===== src/rtl/wb_regfile.sv =====
// rtl/wb_regfile.sv - Y86 write-back stage: register file, status latch, retire counter
module wb_regfile #(
  parameter int DATA_WID = 64,
  parameter int RID_WID  = 4,
  parameter int CNT_WID  = 32
) (
  input  logic                CLK,
  input  logic                RST_N,
  input  logic                in_valid,
  input  logic [RID_WID-1:0]  dstE,
  input  logic [RID_WID-1:0]  dstM,
  input  logic [DATA_WID-1:0] valE,
  input  logic [DATA_WID-1:0] valM,
  input  logic [3:0]          stat,
  input  logic [RID_WID-1:0]  srcA,
  input  logic [RID_WID-1:0]  srcB,
  output logic [DATA_WID-1:0] valA,
  output logic [DATA_WID-1:0] valB,
  output logic [3:0]          cpu_stat,
  output logic                halted,
  output logic [CNT_WID-1:0]  retired
);

  localparam int                 NREG     = (1 << RID_WID) - 1;
  localparam logic [RID_WID-1:0] RNONE    = '1;
  localparam logic [3:0]         STAT_AOK = 4'h1;
  localparam logic [0:0]         S_RUN    = 1'b0;
  localparam logic [0:0]         S_HALTED = 1'b1;

  logic [DATA_WID-1:0] r_regs [0:NREG-1];
  logic [0:0]          r_state;
  logic [3:0]          r_cpu_stat;
  logic [CNT_WID-1:0]  r_retired;

  logic w_commit;
  logic w_aok;

  assign w_commit = in_valid && (r_state == S_RUN);
  assign w_aok    = (stat == STAT_AOK);

  always_ff @(posedge CLK or negedge RST_N) begin
    if (!RST_N) begin
      for (int i = 0; i < NREG; i++) begin
        r_regs[i] <= '0;
      end
      r_state    <= S_RUN;
      r_cpu_stat <= STAT_AOK;
      r_retired  <= '0;
    end else if (w_commit) begin
      if (w_aok) begin
        // M write is issued last so it wins when dstE == dstM (popq %rsp)
        if (dstE != RNONE) r_regs[dstE] <= valE;
        if (dstM != RNONE) r_regs[dstM] <= valM;
        r_retired <= r_retired + 1'b1;
      end else begin
        r_cpu_stat <= stat;
        r_state    <= S_HALTED;
      end
    end
  end

  assign valA     = (srcA == RNONE) ? '0 : r_regs[srcA];
  assign valB     = (srcB == RNONE) ? '0 : r_regs[srcB];
  assign cpu_stat = r_cpu_stat;
  assign halted   = (r_state == S_HALTED);
  assign retired  = r_retired;

endmodule


===== config.mk =====
export PLATFORM = sky130hd
export DESIGN_NAME = wb_regfile
export DESIGN_NICKNAME = d
export VERILOG_FILES = /design/src/rtl/wb_regfile.sv
export SDC_FILE = /design/constraint.sdc
export NUM_CORES = 2
export LEC_CHECK = 0
export CORE_MARGIN = 4
export CORE_UTILIZATION = 41
export DETAILED_ROUTE_END_ITERATION = 8
export HOLD_SLACK_MARGIN = 0.15
export PLACE_DENSITY = 0.65
export SLEW_MARGIN = 0
export SYNTH_ARGS = -nofsm -noshare
export SYNTH_HDL_FRONTEND = slang
export SYNTH_SLANG_ARGS = --single-unit
export TNS_END_PERCENT = 30

===== constraint.sdc =====
create_clock -name CLK -period 2.8 [get_ports CLK]
set_input_delay 0.28 -clock CLK [delete_from_list [all_inputs] [get_ports CLK]]
set_output_delay 0.28 -clock CLK [all_outputs]
set_load 0.02 [all_outputs]

Word level (Yosys, flattened, before mapping). Index checks and enable logic that the tools add are counted.

Add/sub/neg operators: 1. Magnitude comparators: 6. Eq/ne operators: 5. Mux-type cells: 18. Bitwise operators: 6. Reductions and logical operators: 5.

Operators with widths (count): 960-bit two-way mux (4); 960-bit bitwise mux (2); 64-bit binary-select mux with 4-bit select (2); 64-bit demux with 4-bit select (2); 64-bit two-way mux (8); 32-bit by 1-bit adder with 32-bit output, second input constant (1); 5-bit greater-or-equal comparator, second input constant (4); 4-bit inverter with 5-bit output (4); 5-bit by 1-bit < comparator with 1-bit output, second input constant (2); 4-bit == test, second input constant (2); 4-bit inequality test, second input constant (2); 4-bit by 1-bit == test with 1-bit output, second input constant (1); 2-bit AND reduction (2); 1-bit logical AND (3); 1-bit inverter (2).

Flip-flop bits (word level): 997. Input port bits: 151. Output and inout port bits: 165. Word-level logic and storage cells: 59.

Longest topological paths before layout.
Word-level depth: 11. Depth in mapped cells: 8. Depth with buffers taken out: 5.

Worst setup path after synthesis. No wires, ideal clock.

Path type: input-to-output. Start point: in srcB[0]. End point: out valB[10]. Data arrival time: 1.913 ns. Data required time: 2.520 ns. Path slack: 0.607 ns. Cell stages on the path: 7. Buffers on the path: 4. Cell sequence: buf_2 buf_4 buf_2 nor2_1 clkbuf_1 a221oi_1 a21oi_1.

Word-level cells in the longest chain between the ends: 5. Elaborated cells between the ends (all ways): 6. Those cells by class: 1 x eq/ne; 4 x mux; 1 x bitwise.

RTL lines: start: declaration (RTL line 16) `input logic [RID_WID-1:0] srcB,`; 4-bit inverter with 5-bit output (implied by the code) (RTL line 63) `assign valB = (srcB == RNONE) ? '0 : r_regs[srcB];`; 64-bit binary-select mux with 4-bit select (RTL line 63); 64-bit two-way mux (implied by the code) (2 in a row) (RTL line 63); 64-bit two-way mux * (RTL line 63); end: declaration (RTL line 18) `output logic [DATA_WID-1:0] valB,`.

Mark *: on every way between the ends. The rest lies on a longest branch, timed or not. The select of a mux whose other input is x is not followed.

Worst setup path after layout.
Start point: reg r_regs[891] (netlist bit). End point: out valB[59].

Word-level cells in the longest chain between the ends: 4.

RTL lines: start: declaration (RTL line 30) `logic [DATA_WID-1:0] r_regs [0:NREG-1];`; start signal: indexed assignment (RTL line 52) `if (dstE != RNONE) r_regs[dstE] <= valE;`; start signal: indexed assignment (RTL line 53) `if (dstM != RNONE) r_regs[dstM] <= valM;`; 64-bit binary-select mux with 4-bit select (RTL line 63); 64-bit two-way mux (implied by the code) (2 in a row) (RTL line 63); 64-bit two-way mux (RTL line 63).

Every way passes these cells. The select of a mux whose other input is x is not followed.

==> impl_metrics.yaml <==
sta:
  fin_crit_sh_pct: 102
  finalHoldViolations: 0
  tightest_slew_ns: 1.24
  setup_viol: 11
  min_period_ns: 2.85
  maxSlewHeadroom_pct: 17.6
  tns_ns: -0.152
  rsz0062_at_grt: "true"
  worst_hold_slack_ns: 0.187
  clock.fmax_mhz: 351
  slew_viol_final: 0
  final.setup.worst_slack_ns: -0.0482
  fin_skew_ns: 0.0415
cts:
  clk-insertion-delay-late_ns: 0.78
  ctsLongestPathBuffers: 3
  cts_tree: "yes"
  clock_sinks: 997
  h-tree-depth: 3
  path_clk_slew_ns: 0.06
  cts_made_buffers: 108
  cts_root_buf: "clkbuf_16"
layout:
  final_common_cell: "o22ai_1"
  fin_cells: 7457
  area_growth_syn_to_layout_pct: 20.6
  final_cell_mix: "o22ai_1, dfrtp_1, a2bb2oi_1"
  fin_nets: 5601
  post-route-util_pct: 49.8
  final_layout_size_suffix_gt1_share_pct: 21.9
detailed_routing:
  wirelength_um: 277000
  route.detailed.wl_per_inst_um: 37.2
  drt-initial-drc-count: 8396
  num_vias: 57300
  routed_via_density: 7.69
  drt_first_pass_iters: 7
  drtAntennaViolNets: 0
  drc: 0
global_route:
  grt_max_degree: 124
  grt_pass1_wl_um: 401000
  globalRouteOverflowTotal: 0
  met1_usage_pct: 45.0
  grt_use_total_pct: 35.4
  antenna_found_initial: 24
  first_global_vias: 56900
  met2_usage_pct: 49.8
  top_usage_layer: "met2"
  use_met3_pct: 13.1
yosys:
  synth_top_area_share_pct: 42.0
  yosysUniqueCellTypes: 56
  ys.flop_type: "dfrtp_1"
  yosysSeqAreaShare_pct: 42.1
  synth_area_leaders: "dfrtp_1, a2bb2oi_1, o22ai_1, mux4_2, mux2i_1"
  synth-seq-cells: 997
  netlist_instances: 5335
  synth_area_per_cell_um2: 11.1
  async_flop_share_pct: 100
  synth_top_cell_by_area: "dfrtp_1"
  netlist_area_mm2: 0.0593
  yosysWarnings: 0
  synth-edff-count: 0
  synth_nets: 5487
place:
  io_buffers: 315
  dp_hpwl_um: 166000
  numPlacedInstances: 7240
  gp_congestion: 0.925
setup_path:
  max_stage_delay_ns: 0.44
  crit_chain: "mux4_2 -> nor2b_1 -> a211oi_2 -> a21oi_1 -> clkdlybuf4s15_1"
  cp.required_ns: 2.52
  path_buf_inv: 1
  crit_type: "reg -> out"
  critPathSlowestCell: "mux4_2"
  arrival_ns: 2.57
  crit_family: "compound AO/OA/AOI/OAI gates"
  end_kind: "primary output"
  cp-start-kind: "register"
  cp_max_fo: 3
outcome:
  violations: "setup timing"
  outcome: "finished, violations left"
power:
  p_comb_share_pct: 13.1
  seqPwrFrac_pct: 41.9
  vdd_drop_max_uv: 487
  switching_share_pct: 27.5
  p_int_w: 0.0253
  power.leakage_nw: 30.2
  powerDensity_mw_per_mm2: 489
  power.total_w: 0.0349
  clkPwrFrac_pct: 45.1
  p_sw_w: 0.00960
die:
  start_util_pct: 41.3
  ios: 316
  rows: 139
  dieArea_mm2: 0.151
  die_w_um: 388
  die_h_um: 388
  core_area_mm2: 0.144
hold_path:
  hp-class: "in -> reg"
run:
  max_cap_violations: 0
## metal layers
| metal | vias to the layer above | part of all wire, % |
|---|---|---|
| met1 | 28500 | 36 |
| li1 | 22000 | - |
| met2 | 5416 | 41 |
| met3 | 1383 | 15 |
| met4 | 10 | 8.2 |
| met5 | - | 0.049 |
## path summary, 6_finish.rpt
check	startpoint	endpoint	slack, ns	cells past startpoint
max	r_regs[891]	valB[59]	-0.05	5
min	in_valid	halted	0.19	2
max reg2reg	halted	r_regs[566]	0.72	7
min reg2reg	retired[31]	retired[31]	0.47	1
max in group asynchronous	RST_N	retired[12]	1.49	4
min in group asynchronous	RST_N	r_regs[2]	0.22	2
## area by class of cell
type | instances | area, um2
multi-input cells | 3561 | 31500
clock buffers | 153 | 3160
well taps | 1903 | 2380
flip-flops and latches | 997 | 25000
clock inverters | 45 | 663
diodes | 17 | 42.5
repair buffers | 775 | 8750
fillers | 12600 | 72200
inverters | 6 | 22.5
## sequential cells by signal (all words and copies together) (netlist names)
signal    count
cpu_stat      4
retired      32
r_regs      960
halted        1
## synthesized netlist by cell type (8+ instances only)
library cell and number:
o22a_1 17, xnor2_1 15, nand4_1 10, nor2b_1 129
buf_2 289, and2_1 27, nand2_1 62, nand2b_1 42
o22ai_1 1019, nor3_1 11, and4_1 9, a2bb2oi_1 836
mux2i_1 256, dfrtp_1 996, mux4_2 256, nor2_1 76
a22o_1 104, clkbuf_1 407, nand4b_1 8, buf_1 31
mux2_2 128, a211oi_1 128, xor2_1 16, a221oi_1 128
o2bb2ai_1 53, nand3_1 9, buf_4 42, nand4bb_1 8
a21oi_1 144
## through the flow
stage	setup slack [ns]	instance area, um2
after floorplan	0.607	59300
after global placement	-0.0949	67500
after global routing	-0.0773	71500
after CTS	-0.00215	71500
after detailed placement	-0.0728	67500
final	-0.0482	71500
## cells by family (layout without fill, tap and decap cells)
logic type	Yosys count	in the layout	share of synthesized area, %
compound gates	2453	2453	30.7
xor+xnor	31	31	0.458
fa+ha+maj	1	1	0.0211
buf+inv	777	979	5.82
flops	997	997	42.1
mux	640	640	16.5
other cells	0	17	0
simple gates	436	436	4.38
## timing repair
| item | CTS | global route |
|---|---|---|
| pin swaps | 10 | 5 |
| endpoints found under the setup margin | 107 | 53 |
| hold buffers | 1 | 0 |
| endpoints found under the hold margin | 682 | 0 |
| gates resized for setup | 216 | 23 |
| setup buffers | 0 | 1 |
## power groups by stage
| stage | combinational, W | sequential [W] | clock (W) |
|---|---|---|---|
| 2_1_floorplan | 0.00208 | 0.0149 | 0 |
| 4_1_cts | 0.00442 | 0.0146 | 0.0157 |
| 3_5_place_dp | 0.00443 | 0.0149 | 0 |
| 6_report | 0.00456 | 0.0146 | 0.0158 |
| 5_1_grt | 0.00468 | 0.0146 | 0.0163 |
| 3_3_place_gp | 0.00441 | 0.0149 | 0 |
(Power assumes the default switching activity.)
